[src/rtl/mem_arbiter_pkg.sv]
// Shared SoC constants: arbiter and monitor FSM encodings, common data width.
package mem_arbiter_pkg;

    localparam int unsigned DATA_WIDTH = 8;

    typedef enum logic [1:0] {
        StIdle,
        StAccess,
        StDone
    } arb_state_t;

    typedef enum logic [1:0] {
        MonOff,
        MonArmed,
        MonTriggered
    } mon_state_t;

endpackage

[src/rtl/mem_arbiter_if.sv]
// One client port of the memory arbiter: request/response handshake with byte data.
interface mem_arbiter_if
    import mem_arbiter_pkg::*;
#(
    parameter int unsigned ADDR_WIDTH = 18
);

    logic                  req;
    logic                  we;
    logic [ADDR_WIDTH-1:0] addr;
    logic [DATA_WIDTH-1:0] wdata;
    logic [DATA_WIDTH-1:0] rdata;
    logic                  ready;

    modport master (output req, we, addr, wdata, input rdata, ready);
    modport slave  (input req, we, addr, wdata, output rdata, ready);

endinterface

[src/rtl/mem_arbiter.sv]
// Two-port round-robin arbiter onto a single-ported RAM with 1-cycle read latency.
// Each access runs IDLE -> ACCESS -> DONE; ready pulses in DONE, read data lands one cycle later.
module mem_arbiter
    import mem_arbiter_pkg::*;
#(
    parameter int unsigned ADDR_WIDTH = 18
) (
    input  logic                  CLK,
    input  logic                  reset,
    mem_arbiter_if.slave          p0,
    mem_arbiter_if.slave          p1,
    output logic [ADDR_WIDTH-1:0] ram_addr,
    output logic                  ram_we,
    output logic [DATA_WIDTH-1:0] ram_wdata,
    input  logic [DATA_WIDTH-1:0] ram_rdata,
    output logic                  grant
);

    arb_state_t            state_q, state_d;
    logic                  last_q, last_d;
    logic                  grant_q, grant_d;
    logic                  we_q, we_d;
    logic                  is_wr_q, is_wr_d;
    logic [ADDR_WIDTH-1:0] addr_q, addr_d;
    logic [DATA_WIDTH-1:0] wdata_q, wdata_d;
    logic [1:0]            ready_q, ready_d;
    logic [DATA_WIDTH-1:0] rdata0_q, rdata0_d;
    logic [DATA_WIDTH-1:0] rdata1_q, rdata1_d;
    logic                  winner;

    always_comb begin
        state_d  = state_q;
        last_d   = last_q;
        grant_d  = grant_q;
        we_d     = we_q;
        is_wr_d  = is_wr_q;
        addr_d   = addr_q;
        wdata_d  = wdata_q;
        ready_d  = 2'b00;
        rdata0_d = rdata0_q;
        rdata1_d = rdata1_q;
        // Contention goes to the port not served last; a lone requester always wins.
        winner   = (p0.req && p1.req) ? ~last_q : p1.req;

        unique case (state_q)
            StIdle: begin
                we_d = 1'b0;
                if (p0.req || p1.req) begin
                    state_d = StAccess;
                    grant_d = winner;
                    last_d  = winner;
                    we_d    = winner ? p1.we    : p0.we;
                    is_wr_d = winner ? p1.we    : p0.we;
                    addr_d  = winner ? p1.addr  : p0.addr;
                    wdata_d = winner ? p1.wdata : p0.wdata;
                end
            end
            StAccess: begin
                state_d = StDone;
                we_d    = 1'b0;
                ready_d = grant_q ? 2'b10 : 2'b01;
            end
            StDone: begin
                state_d = StIdle;
                if (!is_wr_q) begin
                    if (grant_q) begin
                        rdata1_d = ram_rdata;
                    end else begin
                        rdata0_d = ram_rdata;
                    end
                end
            end
            default: state_d = StIdle;
        endcase
    end

    always_ff @(posedge CLK) begin
        if (!reset) begin
            state_q  <= StIdle;
            last_q   <= 1'b1;
            grant_q  <= 1'b0;
            we_q     <= 1'b0;
            is_wr_q  <= 1'b0;
            addr_q   <= '0;
            wdata_q  <= '0;
            ready_q  <= 2'b00;
            rdata0_q <= '0;
            rdata1_q <= '0;
        end else begin
            state_q  <= state_d;
            last_q   <= last_d;
            grant_q  <= grant_d;
            we_q     <= we_d;
            is_wr_q  <= is_wr_d;
            addr_q   <= addr_d;
            wdata_q  <= wdata_d;
            ready_q  <= ready_d;
            rdata0_q <= rdata0_d;
            rdata1_q <= rdata1_d;
        end
    end

    // Side-effecting strobes are masked by reset so an abandoned access neither writes nor completes.
    assign ram_we    = we_q & reset;
    assign p0.ready  = ready_q[0] & reset;
    assign p1.ready  = ready_q[1] & reset;
    assign ram_addr  = addr_q;
    assign ram_wdata = wdata_q;
    assign grant     = grant_q;
    assign p0.rdata  = rdata0_q;
    assign p1.rdata  = rdata1_q;

endmodule
[src/flat_wrapper.sv]
// flat-port wrapper written by rule: the top's interface ports become plain ports
module mem_arbiter_flat import mem_arbiter_pkg::*;
#(
    parameter int unsigned ADDR_WIDTH = 18
)
  (CLK, reset, ram_addr, ram_we, ram_wdata, ram_rdata, grant, p0_req, p0_we, p0_addr, p0_wdata, p0_rdata, p0_ready, p1_req, p1_we, p1_addr, p1_wdata, p1_rdata, p1_ready);
  mem_arbiter_if #(.ADDR_WIDTH(ADDR_WIDTH)) p0_i ();
  mem_arbiter_if #(.ADDR_WIDTH(ADDR_WIDTH)) p1_i ();
  input  logic CLK;
  input  logic reset;
  output logic [ADDR_WIDTH-1:0] ram_addr;
  output logic ram_we;
  output logic [DATA_WIDTH-1:0] ram_wdata;
  input  logic [DATA_WIDTH-1:0] ram_rdata;
  output logic grant;
  input wire logic [$bits(p0_i.req)-1:0] p0_req;
  input wire logic [$bits(p0_i.we)-1:0] p0_we;
  input wire logic [$bits(p0_i.addr)-1:0] p0_addr;
  input wire logic [$bits(p0_i.wdata)-1:0] p0_wdata;
  output wire logic [$bits(p0_i.rdata)-1:0] p0_rdata;
  output wire logic [$bits(p0_i.ready)-1:0] p0_ready;
  input wire logic [$bits(p1_i.req)-1:0] p1_req;
  input wire logic [$bits(p1_i.we)-1:0] p1_we;
  input wire logic [$bits(p1_i.addr)-1:0] p1_addr;
  input wire logic [$bits(p1_i.wdata)-1:0] p1_wdata;
  output wire logic [$bits(p1_i.rdata)-1:0] p1_rdata;
  output wire logic [$bits(p1_i.ready)-1:0] p1_ready;
  assign p0_i.req = p0_req;
  assign p0_i.we = p0_we;
  assign p0_i.addr = p0_addr;
  assign p0_i.wdata = p0_wdata;
  assign p0_rdata = p0_i.rdata;
  assign p0_ready = p0_i.ready;
  assign p1_i.req = p1_req;
  assign p1_i.we = p1_we;
  assign p1_i.addr = p1_addr;
  assign p1_i.wdata = p1_wdata;
  assign p1_rdata = p1_i.rdata;
  assign p1_ready = p1_i.ready;
  mem_arbiter #(.ADDR_WIDTH(ADDR_WIDTH)) u_core (.CLK(CLK), .reset(reset), .p0(p0_i), .p1(p1_i), .ram_addr(ram_addr), .ram_we(ram_we), .ram_wdata(ram_wdata), .ram_rdata(ram_rdata), .grant(grant));
endmodule
[config.mk]
export PLATFORM = sky130hd
export DESIGN_NAME = mem_arbiter_flat
export DESIGN_NICKNAME = d
export VERILOG_FILES = /design/src/rtl/mem_arbiter_pkg.sv /design/src/rtl/mem_arbiter_if.sv /design/src/rtl/mem_arbiter.sv /design/src/flat_wrapper.sv
export SDC_FILE = /design/constraint.sdc
export NUM_CORES = 1
export LEC_CHECK = 0
export CORE_MARGIN = 3
export CORE_UTILIZATION = 42
export CTS_CLUSTER_SIZE = 10
export DETAILED_ROUTE_END_ITERATION = 12
export GPL_TIMING_DRIVEN = 0
export HOLD_SLACK_MARGIN = 0.12
export PLACE_DENSITY = 0.85
export SYNTH_ARGS = -nofsm -noshare
export SYNTH_HDL_FRONTEND = slang
export SYNTH_SLANG_ARGS = --single-unit
export TNS_END_PERCENT = 100
[constraint.sdc]
create_clock -name CLK -period 4.15 [get_ports CLK]
set_input_delay 0.415 -clock CLK [delete_from_list [all_inputs] [get_ports CLK]]
set_output_delay 0.415 -clock CLK [all_outputs]
set_load 0.1 [all_outputs]
* Word-level counts from Yosys, hierarchy flattened
Cells that the tools add are included.
Operators by class: add/subtract/negate cells 0, multipliers 0, eq/ne operators 3, bitwise gates (word level) 6, magnitude comparators 0, shift operators 0, div/mod/pow operators 0, multiplexer cells 9, reduce and logical (&&, ||, !) cells 8
Operator list (number):
- $mux 18 | 1
- $mux 8 | 1
- $reduce_and 3->1 | 2
- $mux 2 | 2
- $pmux 2 s2 | 1
- $reduce_and 2->1 | 2
- $and 1x1->1 | 3
- $mux 1 | 3
- $not 1->1 | 3
- $eq 2x1->1 const B | 1
- $eq 2x2->1 const B | 1
- $logic_not 2->1 | 1
- $ne 2x1->1 const B | 1
- $pmux 1 s2 | 1
- $reduce_bool 2->1 | 1
- $logic_and 1x1->1 | 1
- $logic_or 1x1->1 | 1
Storage, ports and cells: input port bits 66, RAM bits 0, bits in latches 0, register bits 50, ROM bits 0, memories 0

* Longest topological paths before layout
Gate-level depths: netlist of run 1.
depth in word-level cells 5, gate-level depth with buffers 5, gate-level depth less buffers 3

* Least setup slack after synthesis of run 1
OpenSTA, ideal clock, no wires.
path type input to output, from input port reset, to output port p0_ready, arrival time 1484 ps, path buffers 1, stages on the path 2, path slack 2251 ps, path through clkbuf_1 -> and2_1
On the way: cells in the longest elaborated chain, start to end 1
Ends and longest elaborated chain:
- start: declaration | line flat_wrapper.sv:10 | input logic reset;
- $and 1x1->1 | line mem_arbiter.sv:105 | assign p0.ready = ready_q[0] & reset;
- end: declaration | line flat_wrapper.sv:21 | output wire logic [$bits(p0_i.ready)-1:0] p0_ready;
No other way between the ends.

* Worst setup path in the final report of run 1
from input port reset, to output port ram_we
On the way: cells in the longest elaborated chain, start to end 1
Ends and longest elaborated chain:
- $and 1x1->1 | line mem_arbiter.sv:104 | assign ram_we = we_q & reset;
- end: declaration | line flat_wrapper.sv:12 | output logic ram_we;
No other way between the ends.

==> flow_summary.toml, run 1 <==
[outcome]
outcome = "completed"

[synth]
synth_flop_cell = "dfxtp_1"
synth_edf_count = 0
synth_seq_cells = 50
yosysMostFrequentCell = "nand2_1"
yosysWarnings = 0
yosysSeqAreaShare_pct = 47.8
synth_area_per_cell_um2 = 8.58
synth_top_area_share_pct = 47.8
synthTopCellsByArea = "dfxtp_1, nand2_1, a311oi_1"
netlist_area_mm2 = 0.00209
synth_cells = 244
ys_types = 29
synth_common_cells = "nand2_1, dfxtp_1, a21oi_1"
synth_nets = 310
async_flop_share_pct = 0
synth.largest_area_cell = "dfxtp_1"

[clocking]
cts_resized = 0
hold_buffers = 0
cts_max_path_buffers = 2
numCtsBuffers = 5
cts_tree = "built"
cts-root-buf = "clkbuf_8"
insertion_delay_ns = 0.30
htree_levels = 2
cts.sink_count = 50
clk_pin_slew_ns = 0.09
cts_setup_buffers = 0

[placed_design]
dpl_cell_area_mm2 = 0.00329
numPortBuffers = 111
gp_congestion = 0.799
dp.cells = 422
dpl_worst_slack_ns = 0.917
dpl.hpwl_um = 4600

[power_and_ir_drop]
leakage_nw = 1.27
p_total_mw = 1.39
cellPowerDensity_mw_per_mm2 = 410
ir_worst_vdd_v = 0.000226

[detailed_routing]
drc_errors = 0
wirelength_um = 6000
postRouteAntennaNets = 0
detailroute.via_count = 2242
viasPerCell = 5.21
dr.pass1.iters = 4
first_iter_violations = 97
routedWlPerCell_um = 13.9

[floorplan]
core.rowCount = 25
die_area_mm2 = 0.00587
die_h_um = 76.6
ios = 112
core_mm2 = 0.00475
start_util_pct = 44.0
dieWidth_um = 76.6

[worst_setup_path]
worst_path_largest_cell_delay_ns = 1.17
cpMostUsedCell = "clkdlybuf4s50_1"
worstSetupEndpointType = "primary output"
crit_type = "input pin to primary output"
cp_cell_sequence = "clkdlybuf4s50_1 -> clkbuf_1 -> and2_1 -> clkdlybuf4s50_1"
path_max_fanout = 10
arrival_ns = 2.81
slowest_stage = "clkdlybuf4s50_1"
crit_required_ns = 3.73
cp-start-kind = "input pin"

[grt]
antenna_found_initial = 0
grt_pass1_vias = 2085
grt_max_degree = 17
grt_pass1_wl_um = 9790
overflow = 0
grt_usage_pct = 20.6

[finish]
antenna_cells = 0
stdcell_count = 430
drive_gt1_share_pct = 9.09
synthToLayoutAreaGrowth_pct = 62.5
nets = 428
post-route-util_pct = 71.6
fin_area_mm2 = 0.00340

[timing]
max_clock_freq_mhz = 310
timing.hold.ws_ns = 0.472
fin_crit_ns = 3.23
slew_viol_final = 0
rsz0062_at_grt = "no"
maxSlewHeadroom_pct = 32.8
tns_ns = 0
setup_violations = 0
layout_setup_ws_ns = 0.921
skew_ns = 0.00680
finalCritPeriodShare_pct = 77.8
hold_violations = 0
worst_slew_pin_slew_ns = 1.00

[job]
cap_viol_max_count = 0

[hold_path]
hold_class = "register to register"
-- metal layers --
metal	global-route usage [%]	share of wire (%)	vias up
li1	-	-	1106
met1	22.5	41	1034
met2	34.1	47	96
met3	11.5	12	6
met4	6.52	1.2	0
met5	0	0	-
-- state kept, by name (all words and copies together), names as in the netlist --
register	count
u_core.ram_addr	18
u_core.p0.rdata	8
u_core.p1.rdata	8
u_core.ram_wdata	8
u_core.ready_q	2
u_core.state_q	2
u_core.grant	1
u_core.is_wr_q	1
u_core.last_q	1
u_core.we_q	1
-- report_power, final --
part	total, mW	switching (mW)	internal (mW)	leakage (nW)
sequential	0.540	0.0215	0.518	0.411
combinational	0.516	0.356	0.160	0.806
clock	0.338	0.159	0.179	0.0504
total	1.39	0.537	0.858	1.27
-- logic make-up after synthesis --
family | synth area share, %
DFF | 47.8
buffers and inverters | 6.69
muxes | 0.478
AOI/OAI and AO/OA | 25.6
and+or+nand+nor | 19.4
-- final timing paths --
| kind | start | endpoint | slack (ns) | depth (start not counted) |
|---|---|---|---|---|
| max | reset | ram_we | 0.92 | 4 |
| min | u_core.p0.rdata[7] | u_core.p0.rdata[7] | 0.47 | 2 |
| max reg2reg | u_core.state_q[1] | u_core.ram_addr[15] | 2.62 | 4 |
| min reg2reg | u_core.p0.rdata[7] | u_core.p0.rdata[7] | 0.47 | 2 |
-- critical path, delay by kind of cell --
family                 cells  cell delay (ns)
buffers and inverters      3             2.16
and+or+nand+nor            1             0.24
-- area by class of cell --
type	instances	area (µm²)
clock inverters	3	45.0
flip-flops and latches	50	1000
clock buffers	5	68.8
repair buffers	111	1110
fillers	417	1350
well taps	67	83.8
plain buffers	23	133
inverters	2	7.51
multi-input cells	169	952
-- layout by cell type, fill, tap and decap left out, types with 2 or more instances in the layout --
cell             instances
nand3_2                  2
a311oi_1                26
o21ai_2                  8
clkinvlp_4               2
and2_1                   5
clkbuf_8                 5
buf_2                    9
clkdlybuf4s50_1        111
nor2_1                   2
clkbuf_1                10
nand3_1                 15
buf_6                    2
nand2_1                 61
dfxtp_1                 50
o21ai_0                  9
a21oi_1                 28
nor3_1                   2
(Power assumes the default switching activity.)
==> run 2, diff against run 1 <==
--- a/config.mk
+++ b/config.mk
@@ -6,12 +6,12 @@
 export NUM_CORES = 1
 export LEC_CHECK = 0
 export CORE_MARGIN = 3
-export CORE_UTILIZATION = 42
+export CORE_UTILIZATION = 39
 export CTS_CLUSTER_SIZE = 10
 export DETAILED_ROUTE_END_ITERATION = 12
 export GPL_TIMING_DRIVEN = 0
 export HOLD_SLACK_MARGIN = 0.12
-export PLACE_DENSITY = 0.85
+export PLACE_DENSITY = 0.8
 export SYNTH_ARGS = -nofsm -noshare
 export SYNTH_HDL_FRONTEND = slang
 export SYNTH_SLANG_ARGS = --single-unit
==> constraint.sdc (replaced) <==
create_clock -name CLK -period 3.05 [get_ports CLK]
set_input_delay 0.305 -clock CLK [delete_from_list [all_inputs] [get_ports CLK]]
set_output_delay 0.305 -clock CLK [all_outputs]
set_load 0.1 [all_outputs]
==> run 2 against run 1 <==
  * Clock power grew 14%
  * Setup slack worse by 0.44 ns
  * Flip-flop and latch count is the same
  * Cell count up 0.70%
  * Critical path type unchanged
  * Largest cell class unchanged
  * Largest power group unchanged
==> flow_summary.toml, run 2 (synthesis gave the netlist of run 1 again) <==
[floorplan]
dieWidth_um = 79.3
die_h_um = 79.3
core_mm2 = 0.00514
start_util_pct = 40.7
ios = 112
die_area_mm2 = 0.00628
core.rowCount = 26

[timing]
tns_ns = 0
layout_setup_ws_ns = 0.484
timing.hold.ws_ns = 0.467
skew_ns = 0.00804
maxSlewHeadroom_pct = 32.5
rsz0062_at_grt = "no"
max_clock_freq_mhz = 390
setup_violations = 0
slew_viol_final = 0
finalCritPeriodShare_pct = 84.1
fin_crit_ns = 2.57
worst_slew_pin_slew_ns = 1.01
hold_violations = 0

[placed_design]
numPortBuffers = 111
dpl.hpwl_um = 4740
gp_congestion = 0.788
dpl_cell_area_mm2 = 0.00329
dpl_worst_slack_ns = 0.0868

[job]
cap_viol_max_count = 0

[finish]
synthToLayoutAreaGrowth_pct = 61.9
final_cell_mix = "clkdlybuf4s50_1, nand2_1, dfxtp_1"
layout_commonest_cell = "clkdlybuf4s50_1"
drive_gt1_share_pct = 9.09
antenna_cells = 0
post-route-util_pct = 65.9
nets = 428
largest_register_ffs = 18
fin_area_mm2 = 0.00339

[grt]
grt_pass1_wl_um = 10000
grt_usage_pct = 20.0
antenna_found_initial = 0
grt_pass1_vias = 2151
overflow = 0
grt_max_degree = 17

[clocking]
cts-root-buf = "clkbuf_8"
hold_buffers = 0
cts_max_path_buffers = 2
numCtsBuffers = 5
cts.sink_count = 50
cts_tree = "built"
cts_setup_buffers = 0
insertion_delay_ns = 0.30
clk_pin_slew_ns = 0.10
htree_levels = 2

[hold_path]
min_from = "u_core.p0.rdata[4]"
hold_depth = 2
hold_class = "register to register"

[detailed_routing]
dr.pass1.iters = 4
routedWlPerCell_um = 14.3
detailroute.via_count = 2211
postRouteAntennaNets = 0
viasPerCell = 5.11
wirelength_um = 6180
first_iter_violations = 70
drc_errors = 0

[power_and_ir_drop]
p_comb_share_pct = 38.6
p_int_mw = 1.08
ir_worst_vdd_v = 0.000338
clockPowerShare_pct = 21.1
cellPowerDensity_mw_per_mm2 = 538
switching_power_uw = 739
leakage_nw = 1.31
p_seq_share_pct = 40.3
switching_share_pct = 40.5

[worst_setup_path]
worstSetupEndpointType = "primary output"
worstSetupStartpoint = "reset"
worstReg2RegStart = "u_core.state_q[1]"
crit_required_ns = 2.74
cp-start-kind = "input pin"
crit_type = "input pin to primary output"
arrival_ns = 2.26
ff2ff_path_depth = 4
path_max_fanout = 10

[outcome]
outcome = "completed"
run 2: power by group through the flow:
| stage | Clock, mW | Combinational, mW | Sequential [mW] |
|---|---|---|---|
| 2_1_floorplan | 0 | 0.161 | 1.07 |
| 3_3_place_gp | 0 | 0.701 | 0.748 |
| 3_5_place_dp | 0 | 0.704 | 0.750 |
| 4_1_cts | 0.394 | 0.706 | 0.735 |
| 5_1_grt | 0.427 | 0.740 | 0.742 |
| 6_report | 0.386 | 0.703 | 0.735 |
run 2: timing repair:
item	4_1_cts	5_1_grt
setup endpoints to repair	0	3
resized for setup	0	3
endpoints found under the hold margin	0	0
run 2: layout make-up:
cell class	count	area, µm²
clock inverters	3	21.3
plain buffers	23	133
multi-input cells	169	952
fillers	475	1750
well taps	70	87.6
inverters	2	7.51
flip-flops and latches	50	1000
repair buffers	111	1120
clock buffers	5	68.8
run 2: final timing paths:
| check | to | slack, ns |
|---|---|---|
| setup / recovery | ram_we | 0.48 |
| setup reg to reg | u_core.ram_wdata[2] | 1.51 |
| hold reg to reg | u_core.p0.rdata[4] | 0.47 |
| hold / removal | u_core.p0.rdata[4] | 0.47 |
run 2: worst max-delay path, stage by stage:
cell,delay [ns]
clkdlybuf4s50_1,0.59
clkbuf_1,0.38
and2_1,0.23
dlymetal6s2s_1,0.75
run 2: layer usage:
layer / GRT usage, % / wire length (µm)
met2: 31.4 / 2840
met4: 4.64 / 61
met3: 8.28 / 613
met1: 25.7 / 2660
met5: 0 / 0
run 2: through the flow:
stage          instances  total power, mW
6_report             433             1.82
5_1_grt              433             1.91
3_3_place_gp         425             1.45
4_1_cts              433             1.84
2_1_floorplan        244             1.23
3_5_place_dp         425             1.45
==> edit 1, RTL diff (config.mk and constraints of run 2) <==
The 3 states of `arb_state_t` get a one-hot encoding in 3 bits.
--- a/src/rtl/mem_arbiter_pkg.sv
+++ b/src/rtl/mem_arbiter_pkg.sv
@@ -3,10 +3,10 @@
 
     localparam int unsigned DATA_WIDTH = 8;
 
-    typedef enum logic [1:0] {
-        StIdle,
-        StAccess,
-        StDone
+    typedef enum logic [2:0] {
+        StIdle   = 3'b001,
+        StAccess = 3'b010,
+        StDone   = 3'b100
     } arb_state_t;
 
     typedef enum logic [1:0] {
Check against the original RTL: no difference found for any inputs over 10 cycles, from zero or initial values and one cycle with reset low; not proved beyond that.
==> edit 1 against run 2 <==
Wire length rose by 6.4%. Non-clock buffer count increased by 4. Synthesized area is 3.6% higher. Final area increased by 2.0%. Sequential cell count rose by 1. Power grew 11%. Setup slack better by 80 ps. Synthesized cell count is 3.3% lower. Critical path depth down 1. Critical path type unchanged. Critical endpoint unchanged.
==> edit 1: results (changes against run 2) <==
- The post-synthesis net count was 302 (-2.6%).
- Worst skew pair latency: slightly below 300 ps
* CTS H-Tree Depth: 2 (unchanged)
- The register area share after synthesis is 47.06% (-0.76 points).
* Clock transition at path regs: about 90 ps
- The average via count per standard cell was 5.502 (+7.8%).
- The number of post-CTS setup repair buffers is 0 (unchanged).
- The deepest clock path buffer count is 2 (unchanged).
* Highest clock frequency the design can meet: 402.3 MHz (+3.2%)
- The peak supply drop is 0.0004549 V (+35%).
- The run finished with clean final reports.
* Highest fanout seen on the critical path: 6 (-4)
* Relative slew slack: 32.51% (about the same)
- The routed wirelength normalized by instance count is 15.51 um (+8.6%).
- Largest clock skew in the final design: 5.826 ps (-2.210 ps)
- Worst slack, placed: 553.0 ps (+466.2 ps)
* 1st-iter DRT viols: 88 (+26%)
* CP arrival: 2180 ps (-80 ps)
- Antenna violations before repair: 0 (unchanged)
* Hold WC Path Type: reg2reg
- YS warnings: 0 (unchanged)
- Fraction of final layout cells sized beyond drive strength 1: 7.627% (-1.5 points)
- The commonest cells after synthesis are sky130_fd_sc_hd__dfxtp_1 (51), sky130_fd_sc_hd__a21oi_1 (44), sky130_fd_sc_hd__a211oi_1 (27), sky130_fd_sc_hd__o32ai_1 (27), sky130_fd_sc_hd__nand3_1 (17).
- The number of distinct library cell variants in the gate-level netlist after synthesis was 31 (+6.9%).
- Clock root buffer: sky130_fd_sc_hd__clkbuf_8
* Num CTS Buffers: 5 (unchanged)
* Antenna cells: 0 (unchanged)
- Detailed placer's ending HPWL: 4.930 mm (+4.1%)
* Share of synthesized flip-flops with an asynchronous set or reset: 0% (unchanged)
- The leakage power of the design is 1.150 nW (-13%).
* Top cells by area in the synthesized netlist: sky130_fd_sc_hd__dfxtp_1 (47%), sky130_fd_sc_hd__o32ai_1 (11%), sky130_fd_sc_hd__a21oi_1 (10%), sky130_fd_sc_hd__a211oi_1 (9.3%), sky130_fd_sc_hd__nand3_1 (3.9%)
- Overall routing resource usage: 20.73% (+0.70 points)
- The global placer's final weighted congestion is 0.7942 (+0.79%).
- The flip-flop count of the largest register after layout came to 18 (unchanged).
- The largest net degree at the start of global routing is 15 (-2).
- The number of search-and-repair iterations in the first detailed-routing pass was 4 (unchanged).
- The number of fill cells came to 459 (-3.4%).
- The post-cts gate resize count was 0 (unchanged).
- The final-stage net count is 420 (-1.9%).
- The slack of the worst reg-to-reg path is 1460 ps (-50 ps).
* Sum of negative setup slack: 0 ps (unchanged)
- The number of global-route vias before repair was 2226 (+3.5%).
* First-pass GRT wire length: 10.63 mm (+5.8%)
* Number of buffers inserted by port buffering: 111 (unchanged)
## edit 1: final timing paths
kind / cells after the start / end / startpoint
worst max-delay path: 3 / ram_we / reset
worst min-delay path: 2 / u_core.p0.rdata[4] / u_core.p0.rdata[4]
worst max register to register: 4 / u_core.p1.rdata[6] / u_core.state_q[2]
worst min register to register: 2 / u_core.p0.rdata[4] / u_core.p0.rdata[4]
## edit 1: critical path, stage by stage
cell and delay, ps:
sky130_fd_sc_hd__clkdlybuf4s50_1 570, sky130_fd_sc_hd__and2_1 180, sky130_fd_sc_hd__clkdlybuf4s50_1 1130
## edit 1: stage by stage
stage	instance area, sq um	instances	hold slack (ps)
5_1_grt	3456	424	507.5
6_report	3456	424	482.5
2_1_floorplan	2170	236	376.8
4_1_cts	3456	424	485.7
3_5_place_dp	3368	417	471.5
3_3_place_gp	3368	417	465.6
## edit 1: kinds of logic after synthesis
kind of cell           after synthesis  synth area share, %
AND/OR/NAND/NOR                     34                10.27
flip-flops                          51                47.06
AO/OA/AOI/OAI                      119                35.64
buffers and inverters               30                6.170
XOR/XNOR                             1               0.4038
multiplexers                         1               0.4614
## edit 1: area by class of cell
cell class              count  area share [%]
clock buffers               6           2.390
inverters                   3          0.3259
well taps                  70           2.534
flip-flops and latches     51           29.54
repair buffers            111           32.15
multi-input cells         155           29.36
clock inverters             1          0.1448
plain buffers              27           3.548
## edit 1: metal layers
layer,up-vias,GRT usage (%),wire (um)
li1,1159,-,-
met1,1075,26.86,2837
met2,92,33.20,3107
met3,7,7.063,578
met4,0,4.730,51
met5,-,0,0
## edit 1: report_power, final
part | switching [W] | internal (W) | total [W] | leakage (nW)
registers | 0.0000395 | 0.000731 | 0.000770 | 0.419
logic | 0.000605 | 0.000264 | 0.000869 | 0.684
clock network | 0.000205 | 0.000178 | 0.000384 | 0.0470
==> edit 2, RTL diff (config.mk and constraints of run 2) <==
Made on the original files. `ADDR_WIDTH` is set to 18 in 3 places; all go to 36.
--- a/src/rtl/mem_arbiter_if.sv
+++ b/src/rtl/mem_arbiter_if.sv
@@ -2,7 +2,7 @@
 interface mem_arbiter_if
     import mem_arbiter_pkg::*;
 #(
-    parameter int unsigned ADDR_WIDTH = 18
+    parameter int unsigned ADDR_WIDTH = 36
 );
 
     logic                  req;
--- a/src/rtl/mem_arbiter.sv
+++ b/src/rtl/mem_arbiter.sv
@@ -3,7 +3,7 @@
 module mem_arbiter
     import mem_arbiter_pkg::*;
 #(
-    parameter int unsigned ADDR_WIDTH = 18
+    parameter int unsigned ADDR_WIDTH = 36
 ) (
     input  logic                  CLK,
     input  logic                  reset,
--- a/src/flat_wrapper.sv
+++ b/src/flat_wrapper.sv
@@ -1,7 +1,7 @@
 // flat-port wrapper written by rule: the top's interface ports become plain ports
 module mem_arbiter_flat import mem_arbiter_pkg::*;
 #(
-    parameter int unsigned ADDR_WIDTH = 18
+    parameter int unsigned ADDR_WIDTH = 36
 )
   (CLK, reset, ram_addr, ram_we, ram_wdata, ram_rdata, grant, p0_req, p0_we, p0_addr, p0_wdata, p0_rdata, p0_ready, p1_req, p1_we, p1_addr, p1_wdata, p1_rdata, p1_ready);
   mem_arbiter_if #(.ADDR_WIDTH(ADDR_WIDTH)) p0_i ();
Interface: changed (resized p0_addr, p1_addr and ram_addr); port bits go from 112 to 166. No check against the original RTL was run, so the function may have changed too.
==> edit 2 against run 2 <==
Setup slack worse by 260 ps. Fmax decreased by 9.2%. First-iteration DRC count is 20% lower. Final area is 51% higher. Synthesized area up 51%. Non-clock buffer count rose by 68. Synthesized cell count increased by 43%. Largest power group is now combinational logic. Highest routed layer unchanged. Core utilization is essentially flat. Power grew 62%. Sequential cell count rose by 18. Wire length rose by 59%. Clock skew shrank 3.8 ps. Clock power is 94% higher.
==> edit 2: results (changes against run 2) <==
- The internal power component came to 0.001741 W (+61%).
* Distinct cells, synth: 27 (-6.9%)
* Detailed placer's ending HPWL: 7.597 mm (+60%)
* Routability congestion estimate: 0.7932 (+0.66%)
* Worst skew pair latency: 330 ps (+30 ps)
* LEAKAGE: 1.877 nW (+43%)
- The worst setup skew after layout was 4.248 ps (-3.788 ps).
- The number of cell instances on the worst register-to-register path came to 5 (+1).
* CP arrival: 2520 ps (+260 ps)
- The largest net degree at the start of global routing is 13 (-4).
* Number of inserted filler cells in the final layout: 669 (+41%)
- The routed wirelength normalized by instance count was 15.59 um (+9.2%).
- The H-tree level count was 3 (+1).
- Transition time of the tightest slew-check pin: 1026 ps (+16.75 ps)
- Clock transition at path regs: 70 ps (-30 ps)
* Num CTS Buffers: 9 (+4)
- Run status: finished, final reports clean
* Number of buffers inserted by port buffering: 165 (+49%)
* Fraction of final layout cells sized beyond drive strength 1: 16.82% (+7.7 points)
* Critical hold path startpoint: u_core.p0.rdata[7]
- Via count of the first global-routing pass: 3266 (+52%)
- The instance area after placement came to 4932 sq um (+50%).
* Vias per inst: 5.185 (+1.6%)
* Post-synthesis sequential area ratio: 43.17% (-4.6 points)
* Hold path endpoint: u_core.p0.rdata[7]
- Maximum ir drop on the vdd rail: 0.0002657 V (-21%)
## edit 2: changes by cell type after synthesis, sizes merged, moves of 6 or more
cell	before	now
nand2	61	99
a21oi	28	46
a311oi	26	44
dfxtp	50	68
clkbuf	10	16
buf	13	21
## edit 2: power by group through the flow
stage               combinational [W]  clock [W]  sequential, W
floorplan                    0.000317          0        0.00156
global placement              0.00119          0        0.00103
detailed placement            0.00120          0        0.00103
CTS                           0.00120   0.000761        0.00101
global route                  0.00125   0.000805        0.00102
finish                        0.00119   0.000747        0.00101
## edit 2: worst max path at each step
stage | from | end | slack [ps] | cells past startpoint
finish | reset | ram_we | 220 | 4
global placement | reset | p1_ready | -200 | 5
global route | reset | ram_we | 130 | 4
CTS | reset | p0_ready | 90 | 5
detailed placement | reset | p0_ready | -180 | 5
floorplan | reset | p0_ready | 1080 | 3
## edit 2: critical path, cell delays in order
cell and delay (ps):
sky130_fd_sc_hd__clkdlybuf4s50_1 510, sky130_fd_sc_hd__clkbuf_1 350, sky130_fd_sc_hd__and2_1 210, sky130_fd_sc_hd__clkdlybuf4s50_1 1150
## edit 2: cells by family (layout without fill, tap and decap cells)
logic type	Yosys count	in the layout	share of synthesized area [%]
muxes	1	1	0.3175
AOI/OAI and AO/OA	112	112	32.42
DFF	68	68	43.17
and+or+nand+nor	128	128	17.18
buffers and inverters	39	220	6.905
## edit 2: metrics by stage
step | total power (W) | std cells | utilization, % | setup slack, ps | hold slack [ps]
after floorplan | 0.001874 | 348 | - | 1077 | 454.8
after global placement | 0.002216 | 615 | 63.50 | -203.4 | 454.9
after detailed placement | 0.002231 | 615 | 63.50 | -184.3 | 456.5
after CTS | 0.002976 | 631 | 66.06 | 90.99 | 468.9
after global routing | 0.003077 | 631 | 65.96 | 126.2 | 482.1
final | 0.002955 | 631 | 65.96 | 224.0 | 468.1
## edit 2: cell type report
| type | count | share of cell area (%) |
|---|---|---|
| tap | 102 | 2.491 |
| clock inverter | 6 | 1.245 |
| timing repair buffer | 165 | 32.04 |
| inverter | 2 | 0.1465 |
| clock buffer | 10 | 2.686 |
| multi-input combinational | 241 | 30.72 |
| buffer | 37 | 4.103 |
| sequential | 68 | 26.57 |
## edit 2: per-layer routing
metal  GRT usage (%)  vias up  wire length, um
met5               0        -                0
met1           23.57     1532             3887
met3           6.489       15              792
met2           37.52      126             5019
li1                -     1599                -
met4           6.635        0              136
